### src/rtl/aqp_ovl_cmd.sv
// rtl/aqp_ovl_cmd.sv - overlay command parser: byte stream to text/font/palette write strobes
// Streamed writes auto-increment their pointer; FILL replays one text word cnt times.
module aqp_ovl_cmd (
  input  logic        clk,
  input  logic        reset,
  input  logic [7:0]  rx_data,
  input  logic        rx_valid,
  input  logic        rx_start,
  output logic        rx_ready,
  output logic        busy,
  output logic [9:0]  ovl_text_addr,
  output logic [15:0] ovl_text_wrdata,
  output logic        ovl_text_wr,
  output logic [10:0] ovl_font_addr,
  output logic [7:0]  ovl_font_wrdata,
  output logic        ovl_font_wr,
  output logic [3:0]  ovl_palette_addr,
  output logic [15:0] ovl_palette_wrdata,
  output logic        ovl_palette_wr
);

  typedef enum logic [3:0] {
    S_IDLE, S_ADDR_L, S_ADDR_H, S_CNT_L, S_CNT_H,
    S_DATA_L, S_DATA_H, S_FILL, S_DISCARD
  } state_t;

  typedef enum logic [1:0] {C_TEXT, C_FONT, C_PAL, C_FILL} cmd_t;

  state_t      state, state_nxt;
  cmd_t        cmd, cmd_nxt;
  logic [10:0] ptr, ptr_nxt;
  logic [9:0]  cnt, cnt_nxt;
  logic [7:0]  lo, lo_nxt;
  logic [15:0] fill_data, fill_data_nxt;

  logic [9:0]  text_addr_nxt;
  logic [15:0] text_data_nxt;
  logic        text_wr_nxt;
  logic [10:0] font_addr_nxt;
  logic [7:0]  font_data_nxt;
  logic        font_wr_nxt;
  logic [3:0]  pal_addr_nxt;
  logic [15:0] pal_data_nxt;
  logic        pal_wr_nxt;

  logic        acc;
  logic [10:0] text_inc, font_inc, pal_inc;

  assign rx_ready = (state != S_FILL);
  assign busy     = (state == S_FILL);
  assign acc      = rx_valid && rx_ready;

  // Each target wraps at its own RAM depth
  assign text_inc = {1'b0, ptr[9:0] + 10'd1};
  assign font_inc = ptr + 11'd1;
  assign pal_inc  = {7'd0, ptr[3:0] + 4'd1};

  always_ff @(posedge clk) begin
    if (reset) begin
      state              <= S_IDLE;
      cmd                <= C_TEXT;
      ptr                <= '0;
      cnt                <= '0;
      lo                 <= '0;
      fill_data          <= '0;
      ovl_text_addr      <= '0;
      ovl_text_wrdata    <= '0;
      ovl_text_wr        <= 1'b0;
      ovl_font_addr      <= '0;
      ovl_font_wrdata    <= '0;
      ovl_font_wr        <= 1'b0;
      ovl_palette_addr   <= '0;
      ovl_palette_wrdata <= '0;
      ovl_palette_wr     <= 1'b0;
    end else begin
      state              <= state_nxt;
      cmd                <= cmd_nxt;
      ptr                <= ptr_nxt;
      cnt                <= cnt_nxt;
      lo                 <= lo_nxt;
      fill_data          <= fill_data_nxt;
      ovl_text_addr      <= text_addr_nxt;
      ovl_text_wrdata    <= text_data_nxt;
      ovl_text_wr        <= text_wr_nxt;
      ovl_font_addr      <= font_addr_nxt;
      ovl_font_wrdata    <= font_data_nxt;
      ovl_font_wr        <= font_wr_nxt;
      ovl_palette_addr   <= pal_addr_nxt;
      ovl_palette_wrdata <= pal_data_nxt;
      ovl_palette_wr     <= pal_wr_nxt;
    end
  end

  always_comb begin
    state_nxt     = state;
    cmd_nxt       = cmd;
    ptr_nxt       = ptr;
    cnt_nxt       = cnt;
    lo_nxt        = lo;
    fill_data_nxt = fill_data;
    text_addr_nxt = ovl_text_addr;
    text_data_nxt = ovl_text_wrdata;
    text_wr_nxt   = 1'b0;
    font_addr_nxt = ovl_font_addr;
    font_data_nxt = ovl_font_wrdata;
    font_wr_nxt   = 1'b0;
    pal_addr_nxt  = ovl_palette_addr;
    pal_data_nxt  = ovl_palette_wrdata;
    pal_wr_nxt    = 1'b0;

    if (state == S_FILL) begin
      text_wr_nxt   = 1'b1;
      text_addr_nxt = ptr[9:0];
      text_data_nxt = fill_data;
      ptr_nxt       = text_inc;
      cnt_nxt       = cnt - 10'd1;
      if (cnt == 10'd1)
        state_nxt = S_IDLE;
    end else if (acc && rx_start) begin
      // A command byte always restarts; any half-assembled word is dropped
      state_nxt = S_ADDR_L;
      case (rx_data)
        8'h01:   cmd_nxt = C_TEXT;
        8'h02:   cmd_nxt = C_FONT;
        8'h03:   cmd_nxt = C_PAL;
        8'h04:   cmd_nxt = C_FILL;
        default: state_nxt = S_DISCARD;
      endcase
    end else if (acc) begin
      case (state)
        S_ADDR_L: begin
          if (cmd == C_PAL) begin
            ptr_nxt   = {7'd0, rx_data[3:0]};
            state_nxt = S_DATA_L;
          end else begin
            ptr_nxt   = {3'd0, rx_data};
            state_nxt = S_ADDR_H;
          end
        end
        S_ADDR_H: begin
          if (cmd == C_FONT)
            ptr_nxt = {rx_data[2:0], ptr[7:0]};
          else
            ptr_nxt = {1'b0, rx_data[1:0], ptr[7:0]};
          state_nxt = (cmd == C_FILL) ? S_CNT_L : S_DATA_L;
        end
        S_CNT_L: begin
          cnt_nxt   = {2'd0, rx_data};
          state_nxt = S_CNT_H;
        end
        S_CNT_H: begin
          cnt_nxt   = {rx_data[1:0], cnt[7:0]};
          state_nxt = S_DATA_L;
        end
        S_DATA_L: begin
          if (cmd == C_FONT) begin
            font_wr_nxt   = 1'b1;
            font_addr_nxt = ptr;
            font_data_nxt = rx_data;
            ptr_nxt       = font_inc;
          end else begin
            lo_nxt    = rx_data;
            state_nxt = S_DATA_H;
          end
        end
        S_DATA_H: begin
          state_nxt = S_DATA_L;
          case (cmd)
            C_TEXT: begin
              text_wr_nxt   = 1'b1;
              text_addr_nxt = ptr[9:0];
              text_data_nxt = {rx_data, lo};
              ptr_nxt       = text_inc;
            end
            C_PAL: begin
              pal_wr_nxt   = 1'b1;
              pal_addr_nxt = ptr[3:0];
              pal_data_nxt = {rx_data, lo};
              ptr_nxt      = pal_inc;
            end
            C_FILL: begin
              fill_data_nxt = {rx_data, lo};
              state_nxt     = (cnt == 10'd0) ? S_IDLE : S_FILL;
            end
            default: state_nxt = S_DATA_L;
          endcase
        end
        default: state_nxt = state;
      endcase
    end
  end

endmodule

### config.mk
export PLATFORM = sky130hd
export DESIGN_NAME = aqp_ovl_cmd
export DESIGN_NICKNAME = d
export VERILOG_FILES = /design/src/rtl/aqp_ovl_cmd.sv
export SDC_FILE = /design/constraint.sdc
export NUM_CORES = 1
export LEC_CHECK = 0
export ABC_AREA = 1
export BUFFER_PORTS_ARGS = -buffer_cell sky130_fd_sc_hd__buf_2
export CAP_MARGIN = 5
export CORE_MARGIN = 10
export CORE_UTILIZATION = 30
export DETAILED_ROUTE_END_ITERATION = 8
export HOLD_SLACK_MARGIN = 0.15
export SYNTH_ARGS = -nofsm -noshare
export SYNTH_HDL_FRONTEND = slang
export SYNTH_SLANG_ARGS = --single-unit
export TNS_END_PERCENT = 5
### constraint.sdc
create_clock -name clk -period 3.21 [get_ports clk]
set_clock_uncertainty 0.15 [all_clocks]
set_input_delay 0.4815 -clock clk [delete_from_list [all_inputs] [get_ports clk]]
set_output_delay 0.4815 -clock clk [all_outputs]
set_load 0.02 [all_outputs]
# Yosys cells after proc, flatten, opt, wreduce, memory -nomap -nowiden
# Index checks and enable logic that the tools add are counted.
[word_totals]
ff_bits = 119
inputBits = 12
output_inout_bits = 70
word_cells = 125
[classes]
n_addsub = 4
eq_ne = 25
mux = 41
n_bitwise = 6
n_reduce_logical = 31
[ops]
columns = ["operator", "count"]
rows = [
  ["two-way mux 10 bit", 11],
  ["two-way mux 16 bit", 5],
  ["case mux 11 bit (4 select lines)", 1],
  ["AND reduction 5 bit", 6],
  ["two-way mux 4 bit", 6],
  ["case mux 4 bit (6 select lines)", 1],
  ["two-way mux 11 bit", 2],
  ["case mux 11 bit (2 select lines)", 1],
  ["case mux 10 bit (2 select lines)", 1],
  ["== test 4 x 3 -> 1 bit, second input constant", 4],
  ["== test 8 x 2 -> 1 bit, second input constant", 2],
  ["two-way mux 3 bit", 4],
  ["AND reduction 4 bit", 3],
  ["nonzero test 4 bit", 3],
  ["adder 11 x 1 -> 11 bit, second input constant", 1],
  ["adder 10 x 1 -> 10 bit, second input constant", 1],
  ["== test 10 x 1 -> 1 bit, second input constant", 1],
  ["logical NOT 10 bit", 1],
  ["OR reduction 5 bit", 2],
  ["subtractor 10 x 1 -> 10 bit, second input constant", 1],
  ["== test 4 x 2 -> 1 bit, second input constant", 2],
  ["== test 8 x 1 -> 1 bit, second input constant", 1],
  ["== test 8 x 3 -> 1 bit, second input constant", 1],
  ["two-way mux 8 bit", 1],
  ["23 further kinds", 45],
]

# Longest topological paths before layout
# Gate-level depths: netlist of the first run.
[logic_depth]
depth_word = 7
ltp_mapped = 11
depth_no_buf = 11

# Least setup slack after synthesis of the first run
# Ideal clock, no wire load.
[synth_timing]
kind = "register to output"
start = "register state[1]"
end = "output rx_ready"
arrival_ps = 1195
required_ps = 2579
slack_ps = 1384
stages_incl_launch_ff = 6
path_cell_list = "dfxtp_1 > nand2_2 > inv_2 > nand2_2 > buf_2 > buf_1"
[synth_via]
elab_chain_len = 1
[synth_rtl]
columns = ["element", "line_no", "source"]
rows = [
  ["start: declaration", "29", "state_t state, state_nxt;"],
  ["start signal: assignment", "76", "state <= state_nxt;"],
  ["!= test 4 x 3 -> 1 bit", "49", "assign rx_ready = (state != S_FILL);"],
  ["end: declaration", "9", "output logic rx_ready,"],
]
# No other way between the ends.

# Worst setup path after layout of the first run
[layout_timing]
start = "register state[1]"
end = "output busy"
[layout_via]
elab_chain_len = 1
[layout_rtl]
columns = ["element", "line_no", "source"]
rows = [
  ["== test 4 x 3 -> 1 bit", "50", "assign busy = (state == S_FILL);"],
  ["end: declaration", "10", "output logic busy,"],
]
# No other way between the ends.

==> results of run 1 <==
[cells in the final DEF, fill, tap and decap left out, types with 2 or more instances in the layout]
| cell | n |
|---|---|
| dfxtp_1 | 119 |
| nand2_1 | 100 |
| nor2_1 | 99 |
| o21ai_0 | 89 |
| buf_2 | 81 |
| a21oi_1 | 72 |
| inv_1 | 49 |
| nand3_1 | 24 |
| o21ai_1 | 24 |
| a31oi_1 | 18 |
| clkbuf_16 | 17 |
| a211oi_1 | 12 |
| a21oi_2 | 10 |
| buf_4 | 10 |
| inv_2 | 9 |
| nand2_2 | 6 |
| nor2_4 | 6 |
| o22ai_1 | 6 |
| nand4_1 | 4 |
| nor3_1 | 4 |
| clkbuf_8 | 4 |
| o21ai_2 | 3 |
| ha_1 | 3 |
| clkinv_2 | 3 |
| bufinv_16 | 3 |
| nor2_2 | 2 |
| nand3_2 | 2 |
| xnor2_1 | 2 |
| xor2_1 | 2 |
[per-layer routing]
metal,vias to the layer above,global-route usage
li1,2536,-
met1,2203,0.188
met2,142,0.193
met3,25,0.0381
met4,0,0.0563
met5,-,0
[power by group]
part / internal [W] / switching (W) / total [W]
registers: 0.00148 / 0.00000305 / 0.00148
logic: 0.0000250 / 0.0000769 / 0.000102
clock network: 0.00129 / 0.000657 / 0.00195
[final cells by class]
cell class	instances	area, um2
fill	1819	10800
multi-input combinational	496	2480
sequential	119	2380
timing repair buffer	92	500
clock buffer	22	484
tap	225	282
inverter	58	218
clock inverter	8	121
[worst reg2reg max path: stages (launching register included)]
cell	delay [ns]
dfxtp_1	0.45
inv_2	0.07
nor2_4	0.13
nand2_4	0.10
inv_2	0.12
nand4_1	0.15
nand2_2	0.45
buf_4	0.34
nor2_1	0.07
a211oi_1	0.15
[metrics by stage]
stage	instance area [um2]	setup WS (ns)	hold WS, ns
after floorplan	5270	1.38	0.300
after global placement	5860	0.974	0.313
after detailed placement	5860	0.866	0.316
after CTS	6470	0.611	0.232
after global routing	6470	0.529	0.248
final	6470	0.625	0.252
[cell families after synthesis]
group | synth area share
adders and majority gates | 0.00713
buffers and inverters | 0.0770
DFF | 0.452
xor gates and xnor gates | 0.00665
AOI/OAI and AO/OA | 0.244
and+or+nand+nor | 0.213
[state kept, by name, indices dropped and copies added (netlist names)]
register            flops
cmd                     2
cnt                    10
fill_data              16
lo                      8
ovl_font_addr          11
ovl_font_wr             1
ovl_font_wrdata         8
ovl_palette_addr        4
ovl_palette_wr          1
ovl_palette_wrdata     16
ovl_text_addr          10
ovl_text_wr             1
ovl_text_wrdata        16
ptr                    11
state                   4
[worst paths after layout]
check / startpoint / to / cells after the start
worst max register to register: state[1] / ovl_text_addr[5] / 9
worst min-delay path: rx_data[4] / ptr[4] / 3
worst min register to register: cnt[7] / cnt[7] / 2
worst max-delay path: state[1] / busy / 4
==> flow_results.xml, run 1 <==
<?xml version="1.0" encoding="UTF-8"?>
<metrics>
  <group name="power">
    <metric name="power.total" unit="W">0.00353</metric>
    <metric name="p_leak" unit="nW">2.87</metric>
    <metric name="ir_drop" unit="V">0.000417</metric>
    <metric name="power.density_cell_area" unit="nW/um2">546</metric>
  </group>
  <group name="yosys">
    <metric name="synth_area" unit="um2">5270</metric>
    <metric name="postSynth.asyncResetShare" unit="">0</metric>
    <metric name="netlist.top_cell.by_area" unit="">dfxtp_1</metric>
    <metric name="post_synth.cell_area_avg" unit="um2">7.45</metric>
    <metric name="synthCells" unit="">707</metric>
    <metric name="synth.cells.most_frequent" unit="">119 x dfxtp_1, 100 x nand2_1, 99 x nor2_1</metric>
    <metric name="most_repeated_cell_in_the_gate_level_netlist_after_synthesis" unit="">dfxtp_1</metric>
    <metric name="synth-warning-count" unit="">0</metric>
    <metric name="synth_sequential_area_ratio" unit="">0.452</metric>
    <metric name="yosys-top-cells-area" unit="">dfxtp_1 45%, o21ai_0 8.5%, nand2_1 7.1%, nor2_1 7.1%, a21oi_1 6.8%</metric>
    <metric name="synth-edff-count" unit="">0</metric>
    <metric name="postSynthNetCount" unit="">722</metric>
    <metric name="ys_types" unit="">36</metric>
    <metric name="postSynthRegisterBits" unit="">119</metric>
    <metric name="postSynth.topFlopCell" unit="">dfxtp_1</metric>
    <metric name="synth_top_area_share" unit="">0.452</metric>
  </group>
  <group name="timing">
    <metric name="setup-tns-final" unit="ns">0</metric>
    <metric name="rsz_0062_raised_after_global_routing" unit="">false</metric>
    <metric name="fmax" unit="MHz">387</metric>
    <metric name="max-slew-margin-rel" unit="">0.497</metric>
    <metric name="finalHoldViolCount" unit="">0</metric>
    <metric name="worst_pin_slew" unit="ns">0.749</metric>
    <metric name="period_minus_slack" unit="ns">2.59</metric>
    <metric name="drv_slew" unit="">0</metric>
    <metric name="setup_viol" unit="">0</metric>
    <metric name="fin_crit_sh" unit="">0.805</metric>
  </group>
  <group name="global_route">
    <metric name="groute.usage.overall" unit="">0.136</metric>
    <metric name="maximum_number_of_pins_on_one_net_before_global_route_repair" unit="">47</metric>
    <metric name="grt_pass1_wl" unit="mm">25.9</metric>
    <metric name="vias_in_the_first_global_route" unit="">4691</metric>
    <metric name="globalRoute.totalOverflow" unit="">0</metric>
    <metric name="number_of_antenna_violations_at_the_first_check_in_global_routing" unit="">0</metric>
  </group>
  <group name="clock_network">
    <metric name="cts_made_buffers" unit="">17</metric>
    <metric name="clk-insertion-delay-late" unit="ns">0.41</metric>
    <metric name="clk_pin_slew" unit="ns">0.05</metric>
    <metric name="cts_repair_resize_count" unit="">0</metric>
    <metric name="tritoncts" unit="">done</metric>
    <metric name="ctsHoldBuffers" unit="">0</metric>
    <metric name="cts.sinks" unit="">119</metric>
    <metric name="clock_tree.root_cell" unit="">clkbuf_16</metric>
    <metric name="max-clock-path-buffers" unit="">2</metric>
    <metric name="cts_htree_levels" unit="">4</metric>
    <metric name="postCtsSetupRepairBufs" unit="">0</metric>
  </group>
  <group name="drt">
    <metric name="wl_met3" unit="um">998</metric>
    <metric name="routed.top_layer" unit="">met4</metric>
    <metric name="drt_pass1_iterations" unit="">5</metric>
    <metric name="avgViaCountPerCell" unit="">4.81</metric>
    <metric name="wl_met1" unit="mm">7.94</metric>
    <metric name="detailroute.wirelength.met2" unit="mm">6.52</metric>
    <metric name="via_count" unit="">4906</metric>
    <metric name="drc_errors_left" unit="">0</metric>
    <metric name="drt_iter0_markers" unit="">374</metric>
    <metric name="wl_per_cell" unit="um">15.5</metric>
    <metric name="route.antenna.remaining_nets" unit="">0</metric>
    <metric name="finalWirelength" unit="mm">15.8</metric>
  </group>
  <group name="setup_path">
    <metric name="kind_of_end_point_of_the_critical_path" unit="">output pin</metric>
    <metric name="slowest_delay" unit="ns">0.45</metric>
    <metric name="path_cells" unit="">nand2_2, nor2_4, buf_4, buf_2</metric>
    <metric name="timing.critical_path.from_type" unit="">flop</metric>
    <metric name="regToRegSetupSlack" unit="ns">0.94</metric>
    <metric name="cp.arrival" unit="ns">1.95</metric>
    <metric name="cp.buffers_inverters" unit="">2</metric>
    <metric name="cpLargestDelayFamily" unit="">buffers and inverters</metric>
    <metric name="critical_path_required" unit="ns">2.58</metric>
    <metric name="setup.worst_path.class" unit="">flop to output pin</metric>
    <metric name="cp_slowest_cell" unit="">dfxtp_1</metric>
    <metric name="worst-path-max-fanout" unit="">19</metric>
  </group>
  <group name="min_path">
    <metric name="hold_path_class" unit="">input port to flop</metric>
  </group>
  <group name="placement">
    <metric name="dpl.hpwl" unit="mm">11.3</metric>
    <metric name="gp_routability_congestion" unit="">0.950</metric>
    <metric name="count_of_input_and_output_buffers" unit="">81</metric>
    <metric name="post-place-cells" unit="">990</metric>
  </group>
  <group name="finish">
    <metric name="final_cell_count_no_fill" unit="">1020</metric>
    <metric name="post_route_cells_drive_above_1_share" unit="">0.205</metric>
    <metric name="nNetsFinal" unit="">799</metric>
    <metric name="layout-area-overhead-vs-synth" unit="%">22.8</metric>
    <metric name="antennaDiodeCount" unit="">0</metric>
    <metric name="postLayoutCoreUtil" unit="">0.375</metric>
  </group>
  <group name="floorplan">
    <metric name="initial_util" unit="">0.306</metric>
    <metric name="die_h" unit="um">153</metric>
    <metric name="row_count" unit="">48</metric>
    <metric name="design.portCount" unit="">82</metric>
    <metric name="floorplan.die.width" unit="um">153</metric>
    <metric name="core_region_area" unit="um2">17200</metric>
    <metric name="die_area" unit="um2">23300</metric>
  </group>
  <group name="flow_run">
    <metric name="max_cap_violations" unit="">0</metric>
  </group>
  <group name="status">
    <metric name="run_status" unit="">finished clean</metric>
  </group>
</metrics>
(Power assumes the default switching activity.)
==> inputs of run 2 (changes only) <==
==> constraint.sdc (replaced) <==
create_clock -name clk -period 2.4 [get_ports clk]
set_clock_uncertainty 0.15 [all_clocks]
set_input_delay 0.36 -clock clk [delete_from_list [all_inputs] [get_ports clk]]
set_output_delay 0.36 -clock clk [all_outputs]
set_load 0.02 [all_outputs]
==> flow_results.xml, run 2 (same netlist as run 1, synthesis figures left out) <==
<?xml version="1.0" encoding="UTF-8"?>
<metrics>
  <group name="setup_path">
    <metric name="kind_of_end_point_of_the_critical_path" unit="">output pin</metric>
    <metric name="worst-path-max-fanout" unit="">14</metric>
    <metric name="cp.arrival" unit="ns">1.75</metric>
    <metric name="r2r-start" unit="">state[3]</metric>
    <metric name="critical_path_required" unit="ns">1.89</metric>
    <metric name="worstSetupEndpoint" unit="">busy</metric>
    <metric name="worst_setup_path_startpoint" unit="">state[1]</metric>
    <metric name="setup.worst_path.class" unit="">flop to output pin</metric>
    <metric name="timing.rr.end" unit="">fill_data[8]</metric>
    <metric name="regToRegSetupSlack" unit="ns">0.38</metric>
    <metric name="timing.critical_path.from_type" unit="">flop</metric>
    <metric name="worst_r2r_path_depth" unit="">8</metric>
  </group>
  <group name="timing">
    <metric name="worst_pin_slew" unit="ns">0.383</metric>
    <metric name="rsz_0062_raised_after_global_routing" unit="">false</metric>
    <metric name="fin_worst_hold_slack" unit="ns">0.170</metric>
    <metric name="fmax" unit="MHz">443</metric>
    <metric name="drv_slew" unit="">0</metric>
    <metric name="max-slew-margin-rel" unit="">0.743</metric>
    <metric name="period_minus_slack" unit="ns">2.26</metric>
    <metric name="finalHoldViolCount" unit="">0</metric>
    <metric name="fin_crit_sh" unit="">0.941</metric>
    <metric name="setup-tns-final" unit="ns">0</metric>
    <metric name="setup_viol" unit="">0</metric>
  </group>
  <group name="global_route">
    <metric name="groute.usage.overall" unit="">0.136</metric>
    <metric name="number_of_antenna_violations_at_the_first_check_in_global_routing" unit="">0</metric>
    <metric name="globalRoute.totalOverflow" unit="">0</metric>
    <metric name="maximum_number_of_pins_on_one_net_before_global_route_repair" unit="">53</metric>
    <metric name="vias_in_the_first_global_route" unit="">4630</metric>
    <metric name="grt_pass1_wl" unit="mm">25.8</metric>
  </group>
  <group name="finish">
    <metric name="nNetsFinal" unit="">810</metric>
    <metric name="largest_registers" unit="">fill_data (16), ovl_palette_wrdata (16), ovl_text_wrdata (16)</metric>
    <metric name="antennaDiodeCount" unit="">0</metric>
    <metric name="post_route_cells_drive_above_1_share" unit="">0.213</metric>
    <metric name="layout-area-overhead-vs-synth" unit="%">25.8</metric>
    <metric name="layout.filler_cells" unit="">1755</metric>
    <metric name="layout.cells.most_common" unit="">dfxtp_1</metric>
    <metric name="layout_common_cells" unit="">119 x dfxtp_1, 100 x nand2_1, 99 x nor2_1</metric>
  </group>
  <group name="floorplan">
    <metric name="row_count" unit="">48</metric>
    <metric name="core_region_area" unit="um2">17200</metric>
    <metric name="initial_util" unit="">0.306</metric>
    <metric name="die_h" unit="um">153</metric>
    <metric name="design.portCount" unit="">82</metric>
    <metric name="floorplan.die.width" unit="um">153</metric>
    <metric name="die_area" unit="um2">23300</metric>
  </group>
  <group name="clock_network">
    <metric name="clock_tree.root_cell" unit="">clkbuf_16</metric>
    <metric name="clk-insertion-delay-late" unit="ns">0.41</metric>
    <metric name="clk_pin_slew" unit="ns">0.05</metric>
    <metric name="tritoncts" unit="">done</metric>
    <metric name="cts_htree_levels" unit="">4</metric>
    <metric name="postCtsSetupRepairBufs" unit="">0</metric>
    <metric name="cts.sinks" unit="">119</metric>
    <metric name="ctsHoldBuffers" unit="">4</metric>
    <metric name="cts_made_buffers" unit="">17</metric>
    <metric name="max-clock-path-buffers" unit="">2</metric>
    <metric name="cts_repair_resize_count" unit="">0</metric>
  </group>
  <group name="power">
    <metric name="p_leak" unit="nW">2.93</metric>
    <metric name="power.sequential.fraction" unit="">0.405</metric>
    <metric name="p_sw" unit="W">0.00106</metric>
    <metric name="switching_share_of_power" unit="">0.217</metric>
    <metric name="combinationalPowerShare" unit="">0.031</metric>
    <metric name="ir_drop" unit="V">0.000443</metric>
    <metric name="power.density_cell_area" unit="nW/um2">739</metric>
    <metric name="p_clk_frac" unit="">0.564</metric>
    <metric name="intPower" unit="W">0.00383</metric>
  </group>
  <group name="drt">
    <metric name="drt_iter0_markers" unit="">250</metric>
    <metric name="wl_per_cell" unit="um">15.6</metric>
    <metric name="via_count" unit="">5006</metric>
    <metric name="drc_errors_left" unit="">0</metric>
    <metric name="route.antenna.remaining_nets" unit="">0</metric>
    <metric name="drt_pass1_iterations" unit="">5</metric>
    <metric name="finalWirelength" unit="mm">16.2</metric>
    <metric name="avgViaCountPerCell" unit="">4.85</metric>
  </group>
  <group name="status">
    <metric name="run_status" unit="">finished clean</metric>
  </group>
  <group name="min_path">
    <metric name="hold_path_class" unit="">input port to flop</metric>
  </group>
  <group name="placement">
    <metric name="count_of_input_and_output_buffers" unit="">81</metric>
    <metric name="dpl.hpwl" unit="mm">11.5</metric>
    <metric name="gp_routability_congestion" unit="">0.913</metric>
  </group>
  <group name="flow_run">
    <metric name="max_cap_violations" unit="">0</metric>
  </group>
</metrics>
==> run 2: final cells by class <==
type                            instances  area (um2)  area share
Multi-Input combinational cell        496        2480       0.374
Timing Repair Buffer                  103         618      0.0933
Clock buffer                           20         457      0.0689
Inverter                               58         218      0.0329
Tap cell                              225         282      0.0425
Sequential cell                       119        2380       0.360
Clock inverter                         12         190      0.0287
==> run 2: power by group through the flow <==
stage / logic [W] / registers [W] / clock network, W
2_1_floorplan: 0.0000805 / 0.00203 / 0
6_report: 0.000153 / 0.00198 / 0.00276
5_1_grt: 0.000167 / 0.00198 / 0.00291
3_3_place_gp: 0.000149 / 0.00203 / 0
4_1_cts: 0.000152 / 0.00198 / 0.00280
3_5_place_dp: 0.000146 / 0.00203 / 0
==> run 2: worst min-delay path by stage <==
stage | start | end | cells after the start
2_1_floorplan | cnt[7] | cnt[7] | 2
3_3_place_gp | fill_data[7] | fill_data[7] | 2
3_5_place_dp | fill_data[13] | ovl_text_wrdata[13] | 2
4_1_cts | rx_data[3] | ptr[3] | 3
5_1_grt | rx_data[3] | ovl_text_wrdata[11] | 3
6_report | rx_data[3] | ptr[3] | 3
==> run 2: routing by layer <==
metal,share of wire,vias to the layer above,GRT usage
met4,0.018,0,0.0513
met3,0.063,21,0.0426
met2,0.43,144,0.198
met5,0,-,0
met1,0.49,2277,0.185
li1,-,2564,-
==> run 2: per-stage QoR <==
step / util / setup WS, ns / total power, W / instance area [um2] / cells
after global placement: 0.345 / 0.455 / 0.00217 / 5940 / 997
final: 0.384 / 0.141 / 0.00490 / 6630 / 1033
after floorplan: - / 0.695 / 0.00211 / 5270 / 707
after global routing: 0.384 / 0.0309 / 0.00506 / 6630 / 1033
after detailed placement: 0.345 / 0.429 / 0.00217 / 5940 / 997
after CTS: 0.384 / 0.126 / 0.00494 / 6630 / 1033
==> run 2: critical path: stages, from the launching register on <==
cell and delay, ns:
dfxtp_1 0.45, nand2_2 0.12, nor2_4 0.29, buf_4 0.27
buf_2 0.20
